<file path="src/rtl/fifo_rd_uart_tx_pkg.sv">
// Shared constants for the FIFO-draining UART transmitter: FSM state
// encoding, parity-type codes and a small state-classification helper.
package fifo_rd_uart_tx_pkg;

  typedef logic [2:0] state_t;

  localparam logic [2:0] ST_IDLE   = 3'd0;
  localparam logic [2:0] ST_FETCH  = 3'd1;
  localparam logic [2:0] ST_START  = 3'd2;
  localparam logic [2:0] ST_DATA   = 3'd3;
  localparam logic [2:0] ST_PARITY = 3'd4;
  localparam logic [2:0] ST_STOP   = 3'd5;

  localparam logic PAR_EVEN = 1'b0;
  localparam logic PAR_ODD  = 1'b1;

  // True in the states that occupy whole bit times on the serial line.
  function automatic logic is_serial_state(input state_t st);
    return (st == ST_START) || (st == ST_DATA) || (st == ST_PARITY) || (st == ST_STOP);
  endfunction

endpackage

</file>
<file path="src/rtl/fifo_rd_uart_tx_bit_timer.sv">
// Baud divider: counts 0..DIV-1 while ACTIVE and pulses BIT_DONE on the
// last clock of each bit time. A divisor of 0 behaves as 1.
module uart_tx_bit_timer #(
  parameter int DIV_WIDTH = 8
) (
  input  logic                 CLK,
  input  logic                 RST,
  input  logic [DIV_WIDTH-1:0] DIV,
  input  logic                 ACTIVE,
  output logic                 BIT_DONE
);

  logic [DIV_WIDTH-1:0] cnt_q;
  logic [DIV_WIDTH-1:0] cnt_d;
  logic [DIV_WIDTH-1:0] div_eff;

  assign div_eff  = (DIV == '0) ? DIV_WIDTH'(1) : DIV;
  assign BIT_DONE = ACTIVE && (cnt_q == (div_eff - DIV_WIDTH'(1)));

  // Next count: restart at each bit boundary and whenever the line is not serialising.
  always_comb begin
    cnt_d = cnt_q;
    if (!ACTIVE || BIT_DONE) begin
      cnt_d = '0;
    end else begin
      cnt_d = cnt_q + DIV_WIDTH'(1);
    end
  end

  // Divider counter register.
  always_ff @(posedge CLK) begin
    if (RST) begin
      cnt_q <= '0;
    end else begin
      cnt_q <= cnt_d;
    end
  end

endmodule

</file>
<file path="src/rtl/fifo_rd_uart_tx.sv">
// Read-side FIFO consumer: pops one byte per frame and sends it as a UART
// frame (start, data LSB first, optional parity, one stop) on TX_OUT.
module fifo_rd_uart_tx
  import fifo_rd_uart_tx_pkg::*;
#(
  parameter int DATA_WIDTH = 8,
  parameter int DIV_WIDTH  = 8
) (
  input  logic                  CLK,
  input  logic                  RST,
  input  logic                  FIFO_EMPTY,
  input  logic [DATA_WIDTH-1:0] FIFO_RD_DATA,
  output logic                  FIFO_R_INC,
  input  logic                  PAR_EN,
  input  logic                  PAR_TYP,
  input  logic [DIV_WIDTH-1:0]  DIV,
  output logic                  TX_OUT,
  output logic                  BUSY
);

  localparam int CNT_W = (DATA_WIDTH > 1) ? $clog2(DATA_WIDTH) : 1;

  state_t                state_q,   state_d;
  logic [DATA_WIDTH-1:0] shift_q,   shift_d;
  logic [CNT_W-1:0]      bit_cnt_q, bit_cnt_d;
  logic                  par_en_q,  par_en_d;
  logic                  parity_q,  parity_d;
  logic [DIV_WIDTH-1:0]  div_q,     div_d;
  logic                  tx_q,      tx_d;
  logic                  bit_done;

  uart_tx_bit_timer #(
    .DIV_WIDTH (DIV_WIDTH)
  ) u_bit_timer (
    .CLK      (CLK),
    .RST      (RST),
    .DIV      (div_q),
    .ACTIVE   (is_serial_state(state_q)),
    .BIT_DONE (bit_done)
  );

  // Pop strobe and busy flag are pure state decodes, so FIFO_EMPTY never reaches them.
  assign FIFO_R_INC = (state_q == ST_FETCH);
  assign BUSY       = (state_q != ST_IDLE);
  assign TX_OUT     = tx_q;

  // Frame sequencing; the line level is derived from the next state so TX_OUT is registered.
  always_comb begin
    state_d   = state_q;
    shift_d   = shift_q;
    bit_cnt_d = bit_cnt_q;
    par_en_d  = par_en_q;
    parity_d  = parity_q;
    div_d     = div_q;
    case (state_q)
      ST_IDLE: begin
        if (!FIFO_EMPTY) state_d = ST_FETCH;
      end
      ST_FETCH: begin
        // Snapshot byte and line configuration; later config changes wait for the next frame.
        shift_d   = FIFO_RD_DATA;
        par_en_d  = PAR_EN;
        parity_d  = (^FIFO_RD_DATA) ^ (PAR_TYP == PAR_ODD);
        div_d     = (DIV == '0) ? DIV_WIDTH'(1) : DIV;
        bit_cnt_d = '0;
        state_d   = ST_START;
      end
      ST_START: begin
        if (bit_done) state_d = ST_DATA;
      end
      ST_DATA: begin
        if (bit_done) begin
          if (bit_cnt_q == CNT_W'(DATA_WIDTH - 1)) begin
            bit_cnt_d = '0;
            state_d   = par_en_q ? ST_PARITY : ST_STOP;
          end else begin
            bit_cnt_d = bit_cnt_q + CNT_W'(1);
            shift_d   = shift_q >> 1;
          end
        end
      end
      ST_PARITY: begin
        if (bit_done) state_d = ST_STOP;
      end
      ST_STOP: begin
        // Back-to-back frames go straight to FETCH, costing one idle clock only.
        if (bit_done) state_d = FIFO_EMPTY ? ST_IDLE : ST_FETCH;
      end
      default: state_d = ST_IDLE;
    endcase

    case (state_d)
      ST_START:  tx_d = 1'b0;
      ST_DATA:   tx_d = shift_d[0];
      ST_PARITY: tx_d = parity_d;
      default:   tx_d = 1'b1;
    endcase
  end

  // State and frame registers; reset truncates any frame in flight and idles the line.
  always_ff @(posedge CLK) begin
    if (RST) begin
      state_q   <= ST_IDLE;
      shift_q   <= '0;
      bit_cnt_q <= '0;
      par_en_q  <= 1'b0;
      parity_q  <= 1'b0;
      div_q     <= '0;
      tx_q      <= 1'b1;
    end else begin
      state_q   <= state_d;
      shift_q   <= shift_d;
      bit_cnt_q <= bit_cnt_d;
      par_en_q  <= par_en_d;
      parity_q  <= parity_d;
      div_q     <= div_d;
      tx_q      <= tx_d;
    end
  end

endmodule
</file>
<file path="config.mk">
export PLATFORM = sky130hd
export DESIGN_NAME = fifo_rd_uart_tx
export DESIGN_NICKNAME = d
export VERILOG_FILES = /design/src/rtl/fifo_rd_uart_tx_pkg.sv /design/src/rtl/fifo_rd_uart_tx_bit_timer.sv /design/src/rtl/fifo_rd_uart_tx.sv
export SDC_FILE = /design/constraint.sdc
export NUM_CORES = 1
export LEC_CHECK = 0
export BUFFER_PORTS_ARGS = -buffer_cell sky130_fd_sc_hd__buf_2
export CORE_AREA = 3 3 65 67
export DETAILED_ROUTE_END_ITERATION = 10
export DIE_AREA = 0 0 68 70
export PLACE_DENSITY = 0.76
export SYNTH_ARGS = -nofsm -noshare
export SYNTH_HDL_FRONTEND = slang
export SYNTH_SLANG_ARGS = --single-unit
export TNS_END_PERCENT = 5
</file>
<file path="constraint.sdc">
create_clock -name CLK -period 8.1 [get_ports CLK]
set_input_delay 0.81 -clock CLK [delete_from_list [all_inputs] [get_ports CLK]]
set_output_delay 0.81 -clock CLK [all_outputs]
set_load 0.01 [all_outputs]
</file>
==> flow_summary.toml, run 1 <==
[final_layout]
final_common_cell = "dfxtp_1"
drive_gt1_share_pct = 16.3
layoutNonFillerInstCount = 294
synthToLayoutAreaGrowth_pct = 14.4
antenna_cells = 0
layout_common_cells = "dfxtp_1 (33), nand2_1 (29), nor2_1 (24)"
nets = 271
fin_area_um2 = 2080

[clock_tree]
cts_tree = "done"
path_clk_slew_ps = 70
cts.path.max_buffers = 2
ctsResizeCount = 0
postCtsHoldBufs = 0
cts_inserted_buffers = 5
h-tree-depth = 2
post-cts-setup-buffer-count = 0
clkSinkCount = 33
insertion_delay_ps = 280
root_buffer = "clkbuf_8"

[grt]
met1_usage_pct = 23.4
gr-usage-all-layers_pct = 17.4
met2_usage_pct = 26.4
grt_start_max_net_pins = 25
antenna_found_initial = 0
grt-busiest-layer = "met2"
overflow = 0
grt_pass1_vias = 1514
grt_pass1_wl_um = 6590
met3_usage_pct = 5.14

[route]
wirelength_um = 3800
wl_per_cell_um = 12.9
dr.pass1.iters = 5
drt_iter0_markers = 60
viasPerCell = 5.53
drc_errors = 0
ant_nets = 0
via_count = 1625

[synth]
synth_compound_area_share_pct = 20.1
yosysWarnings = 0
synth_top_family_by_area = "simple AND/OR/NAND/NOR gates"
syn_area_um2 = 1820
seq_area_frac_synth_pct = 36.3
ys_async_sr_fraction_pct = 0
synth_edf_count = 0
yosys.area_share.simple_pct = 25.3
synthCells = 224
synthMuxAreaShare_pct = 1.10
synth_fa_ha_area_share_pct = 3.43
synth_xor_area_share_pct = 10.1
synth_top_flop_cell = "dfxtp_1"
ys_ff_latch = 33
syn_nets = 250
syn_area_per_cell_um2 = 8.13
yosysUniqueCellTypes = 47

[critical_path]
cp_slowest_cell = "nor4_1"
cp_max_fo = 8
cp_slowest_stage_delay_ps = 600
crit_cells = 11
crit_family = "simple AND/OR/NAND/NOR gates"
cp.arrival_ps = 3560
crit_type = "reg -> reg"
crit_top_cell = "nor4_1"
crit_chain = "nor4_1, a21oi_1, ha_1, o21ba_2, a221oi_1, a41oi_1, or2_0, nor4_1, mux2i_1, a221oi_2, o22ai_1"
start_kind = "register"
endpoint_kind = "register"
worst_r2r_path_depth = 11
cp.required_ps = 8260
path_buf_inv = 0

[placement]
placed_area_um2 = 1960
placed_cells_incl_taps = 286
gp_congestion = 0.887
hpwl_um = 2770
io_buffers = 23
pre_cts_slack_ps = 4860

[timing]
final.period_utilization_pct = 41.9
final-setup-viol-count = 0
hold_viol_final = 0
fin_crit_ps = 3400
fmax_ghz = 0.294
slew_violations = 0
fin_tns_setup_ps = 0
worst_slack_ps = 4700
slew_headroom_pct = 57.9
grt_setup_unrepaired = "no"
finClkSkew_ps = 5.90
worstMarginPinSlew_ps = 626

[floorplan]
design.core.area_um2 = 3690
std_cell_rows = 22
die_w_um = 68
io_pins = 24
dieArea_um2 = 4760
fp.dieH_um = 70
initial_core_util_pct = 49.4

[pwr]
total_power_w = 0.000440
p_leak_nw = 0.783
peakVddDrop_mv = 0.151
p_per_area_nw_per_um2 = 211

[run]
drv_cap = 0

[status]
status = "completed"

[worst_hold_path]
hold_path_class = "reg -> reg"
hold_depth = 2
## cells by family (layout without fill, tap and decap cells)
logic type | Yosys count | in the layout
simple gates | 94 | 94
compound gates | 51 | 51
flops | 33 | 33
xor+xnor | 21 | 21
buf+inv | 18 | 40
fa+ha+maj | 5 | 5
mux | 2 | 2
## final cells by class
type,count,area [um^2]
Sequential cell,33,661
Multi-Input combinational cell,173,1090
Inverter,9,33.8
Clock inverter,2,37.5
Timing Repair Buffer,23,115
Fill cell,352,1610
Tap cell,48,60.1
Clock buffer,6,82.6
## worst reg2reg max path, stage by stage, from the launching register on
cell and delay, ps:
dfxtp_1 370, nor4_1 600, a21oi_1 180, ha_1 350
o21ba_2 230, a221oi_1 270, a41oi_1 90, or2_0 310
nor4_1 390, mux2i_1 150, a221oi_2 230, o22ai_1 110
## Yosys cell counts (2+ instances only)
cell	n	area, um^2
nand2b_1	3	18.8
clkbuf_1	8	30.0
a31oi_1	2	12.5
a211oi_1	3	22.5
nor4_1	5	31.3
ha_1	5	62.6
nor3_1	8	40.0
nor2_1	24	90.1
nand4_1	2	12.5
nand2_1	29	109
xnor2_1	13	114
or2_2	3	18.8
dfxtp_1	33	661
xor2_1	8	70.1
a21oi_1	18	90.1
nand3_1	6	30.0
mux2i_1	2	20.0
o31a_1	2	17.5
o21a_1	2	15.0
or3_1	2	12.5
inv_1	8	30.0
a22oi_1	8	60.1
and3_1	3	18.8
or4_1	4	30.0
## power by group
group	internal [W]	switching (W)	total, W
Combinational	0.0000418	0.0000562	0.0000980
Sequential	0.000170	0.00000923	0.000179
Clock	0.000100	0.0000621	0.000162
## metrics by stage
| stage | hold WS, ps | utilization (%) |
|---|---|---|
| final | 457 | 56.5 |
| after global routing | 474 | 56.5 |
| after CTS | 460 | 56.5 |
| after detailed placement | 450 | 53.2 |
| after global placement | 442 | 53.2 |
| after floorplan | 436 | - |
## final timing paths
check                  start    endpoint  slack, ps
hold reg to reg   shift_q[3]  shift_q[3]        460
hold / removal    shift_q[3]  shift_q[3]        460
setup reg to reg    div_q[2]      TX_OUT       4700
setup / recovery    div_q[2]      TX_OUT       4700
## state kept, by name, summed over array words and instances (netlist names)
name               count
div_q                  8
shift_q                8
u_bit_timer.cnt_q      8
bit_cnt_q              3
state_q                3
TX_OUT                 1
par_en_q               1
parity_q               1
## layer usage
layer / vias up / routed length (um)
met5: - / 0
met4: 0 / 38
met3: 4 / 183
met2: 34 / 1730
met1: 744 / 1850
li1: 843 / -
No activity file was read; power rests on OpenSTA's default activity.
==> run 2, diff against run 1 <==
--- a/config.mk
+++ b/config.mk
@@ -9,7 +9,7 @@
 export CORE_AREA = 3 3 65 67
 export DETAILED_ROUTE_END_ITERATION = 10
 export DIE_AREA = 0 0 68 70
-export PLACE_DENSITY = 0.76
+export PLACE_DENSITY = 0.79
 export SYNTH_ARGS = -nofsm -noshare
 export SYNTH_HDL_FRONTEND = slang
 export SYNTH_SLANG_ARGS = --single-unit
==> constraint.sdc (replaced) <==
create_clock -name CLK -period 2.94 [get_ports CLK]
set_input_delay 0.294 -clock CLK [delete_from_list [all_inputs] [get_ports CLK]]
set_output_delay 0.294 -clock CLK [all_outputs]
set_load 0.01 [all_outputs]
==> run 2 against run 1 <==
  * Non-clock buffer count grew 12
  * Critical path depth shrank 1
  * Largest power group unchanged
  * Clock skew is 1.1 ps lower
  * Power grew to 3.0 times the previous value
  * Flip-flop and latch count did not move
  * Wire length is 4.7% higher
  * Final cell count up 4.1%
  * Worst setup slack worse by 4600 ps
  * Worst hold slack got worse by 210 ps
  * Design area increased by 8.2%
==> flow_summary.toml, run 2 (synthesis gave the netlist of run 1 again) <==
[status]
status = "completed"

[grt]
grt_pass1_vias = 1626
gr-usage-all-layers_pct = 18.7
grt_start_max_net_pins = 25
grt_pass1_wl_um = 7000
antenna_found_initial = 0
overflow = 0

[critical_path]
r2r_start = "div_q[2]"
regToRegEndpoint = "TX_OUT"
cp.required_ps = 3160
endpoint_kind = "register"
cp_max_fo = 7
crit_type = "reg -> reg"
regToRegSetupSlack_ps = 110
cp.arrival_ps = 3050
worst_r2r_path_depth = 10
start_kind = "register"

[clock_tree]
h-tree-depth = 2
path_clk_slew_ps = 70
cts_inserted_buffers = 5
clkSinkCount = 33
cts.path.max_buffers = 2
insertion_delay_ps = 290
postCtsHoldBufs = 0
root_buffer = "clkbuf_8"
cts_tree = "done"

[final_layout]
synthToLayoutAreaGrowth_pct = 23.8
layout_common_cells = "dfxtp_1 (33), nand2_1 (29), nor2_1 (23), buf_2 (23), a21oi_1 (17)"
nets = 283
drive_gt1_share_pct = 24.8
largest_registers = "div_q: 8 flops, shift_q: 8 flops, u_bit_timer.cnt_q: 8 flops"
antenna_cells = 0
final_common_cell = "dfxtp_1"

[worst_hold_path]
hold_end = "div_q[4]"
hold_depth = 3
min_from = "DIV[4]"
hold_path_class = "in -> reg"

[floorplan]
initial_core_util_pct = 49.4
std_cell_rows = 22
design.core.area_um2 = 3690
io_pins = 24
dieArea_um2 = 4760
fp.dieH_um = 70
die_w_um = 68

[placement]
gp_congestion = 0.856
hpwl_um = 2810
io_buffers = 23
pre_cts_slack_ps = -81.9

[timing]
slew_headroom_pct = 64.2
final-setup-viol-count = 0
fin_crit_ps = 2830
hold_viol_final = 0
finClkSkew_ps = 4.79
worst_slack_ps = 107
slew_violations = 0
fmax_ghz = 0.353
final.period_utilization_pct = 96.4
worstMarginPinSlew_ps = 524

[route]
drc_errors = 0
wl_per_cell_um = 13.0
wirelength_um = 3980
dr.pass1.iters = 4
drt_iter0_markers = 77
ant_nets = 0
via_count = 1694
viasPerCell = 5.54

[pwr]
peakVddDrop_mv = 0.405
total_power_w = 0.00131
p_leak_nw = 0.857
p_per_area_nw_per_um2 = 579

[run]
drv_cap = 0
## run 2: worst max path at each step
stage	end	slack, ps	from	cells past startpoint
2_1_floorplan	TX_OUT	80	div_q[2]	12
3_3_place_gp	TX_OUT	7	div_q[4]	12
5_1_grt	TX_OUT	-6	div_q[2]	12
3_5_place_dp	TX_OUT	-80	div_q[7]	12
4_1_cts	TX_OUT	30	div_q[2]	12
6_report	TX_OUT	110	div_q[2]	10
## run 2: layout make-up
type / instances / area [um^2]
clock buffers: 6 / 82.6
fillers: 322 / 1430
repair buffers: 35 / 205
multi-input cells: 173 / 1170
clock inverters: 2 / 37.5
inverters: 9 / 33.8
flip-flops and latches: 33 / 661
well taps: 48 / 60.1
## run 2: critical path, stage by stage, from the launching register on
cell	delay [ps]
dfxtp_1	330
buf_4	160
or4_4	540
or4_4	530
o31ai_2	100
and3_4	280
buf_4	120
a31oi_1	70
o32a_1	350
buf_4	140
o22ai_1	140
## run 2: routing by layer
metal / GRT usage [%] / up-vias / share of wire, %
li1: - / 865 / -
met3: 4.02 / 10 / 5.5
met2: 28.2 / 52 / 46
met4: 8.61 / 0 / 2.3
met5: 0 / - / 0
met1: 25.0 / 767 / 47
## run 2: timing repair
item / 4_1_cts / 5_1_grt
pin swaps: 0 / 5
setup endpoints to repair: 2 / 10
resized for setup: 2 / 14
buffers inserted: 0 / 3
## run 2: power by group
part | switching [W] | internal (W)
Clock | 0.000171 | 0.000275
Combinational | 0.000193 | 0.000174
Sequential | 0.0000238 | 0.000469
## run 2: stage by stage
stage               std cells  hold WS (ps)  util, %  area, um^2  TNS [ps]
floorplan                 224           371        -        1830         0
finish                    306           244     61.1        2250         0
detailed placement        295           449     55.2        2040      -126
global route              306           251     61.1        2250     -5.52
CTS                       303           238     58.8        2170         0
global placement          295           444     55.2        2040         0
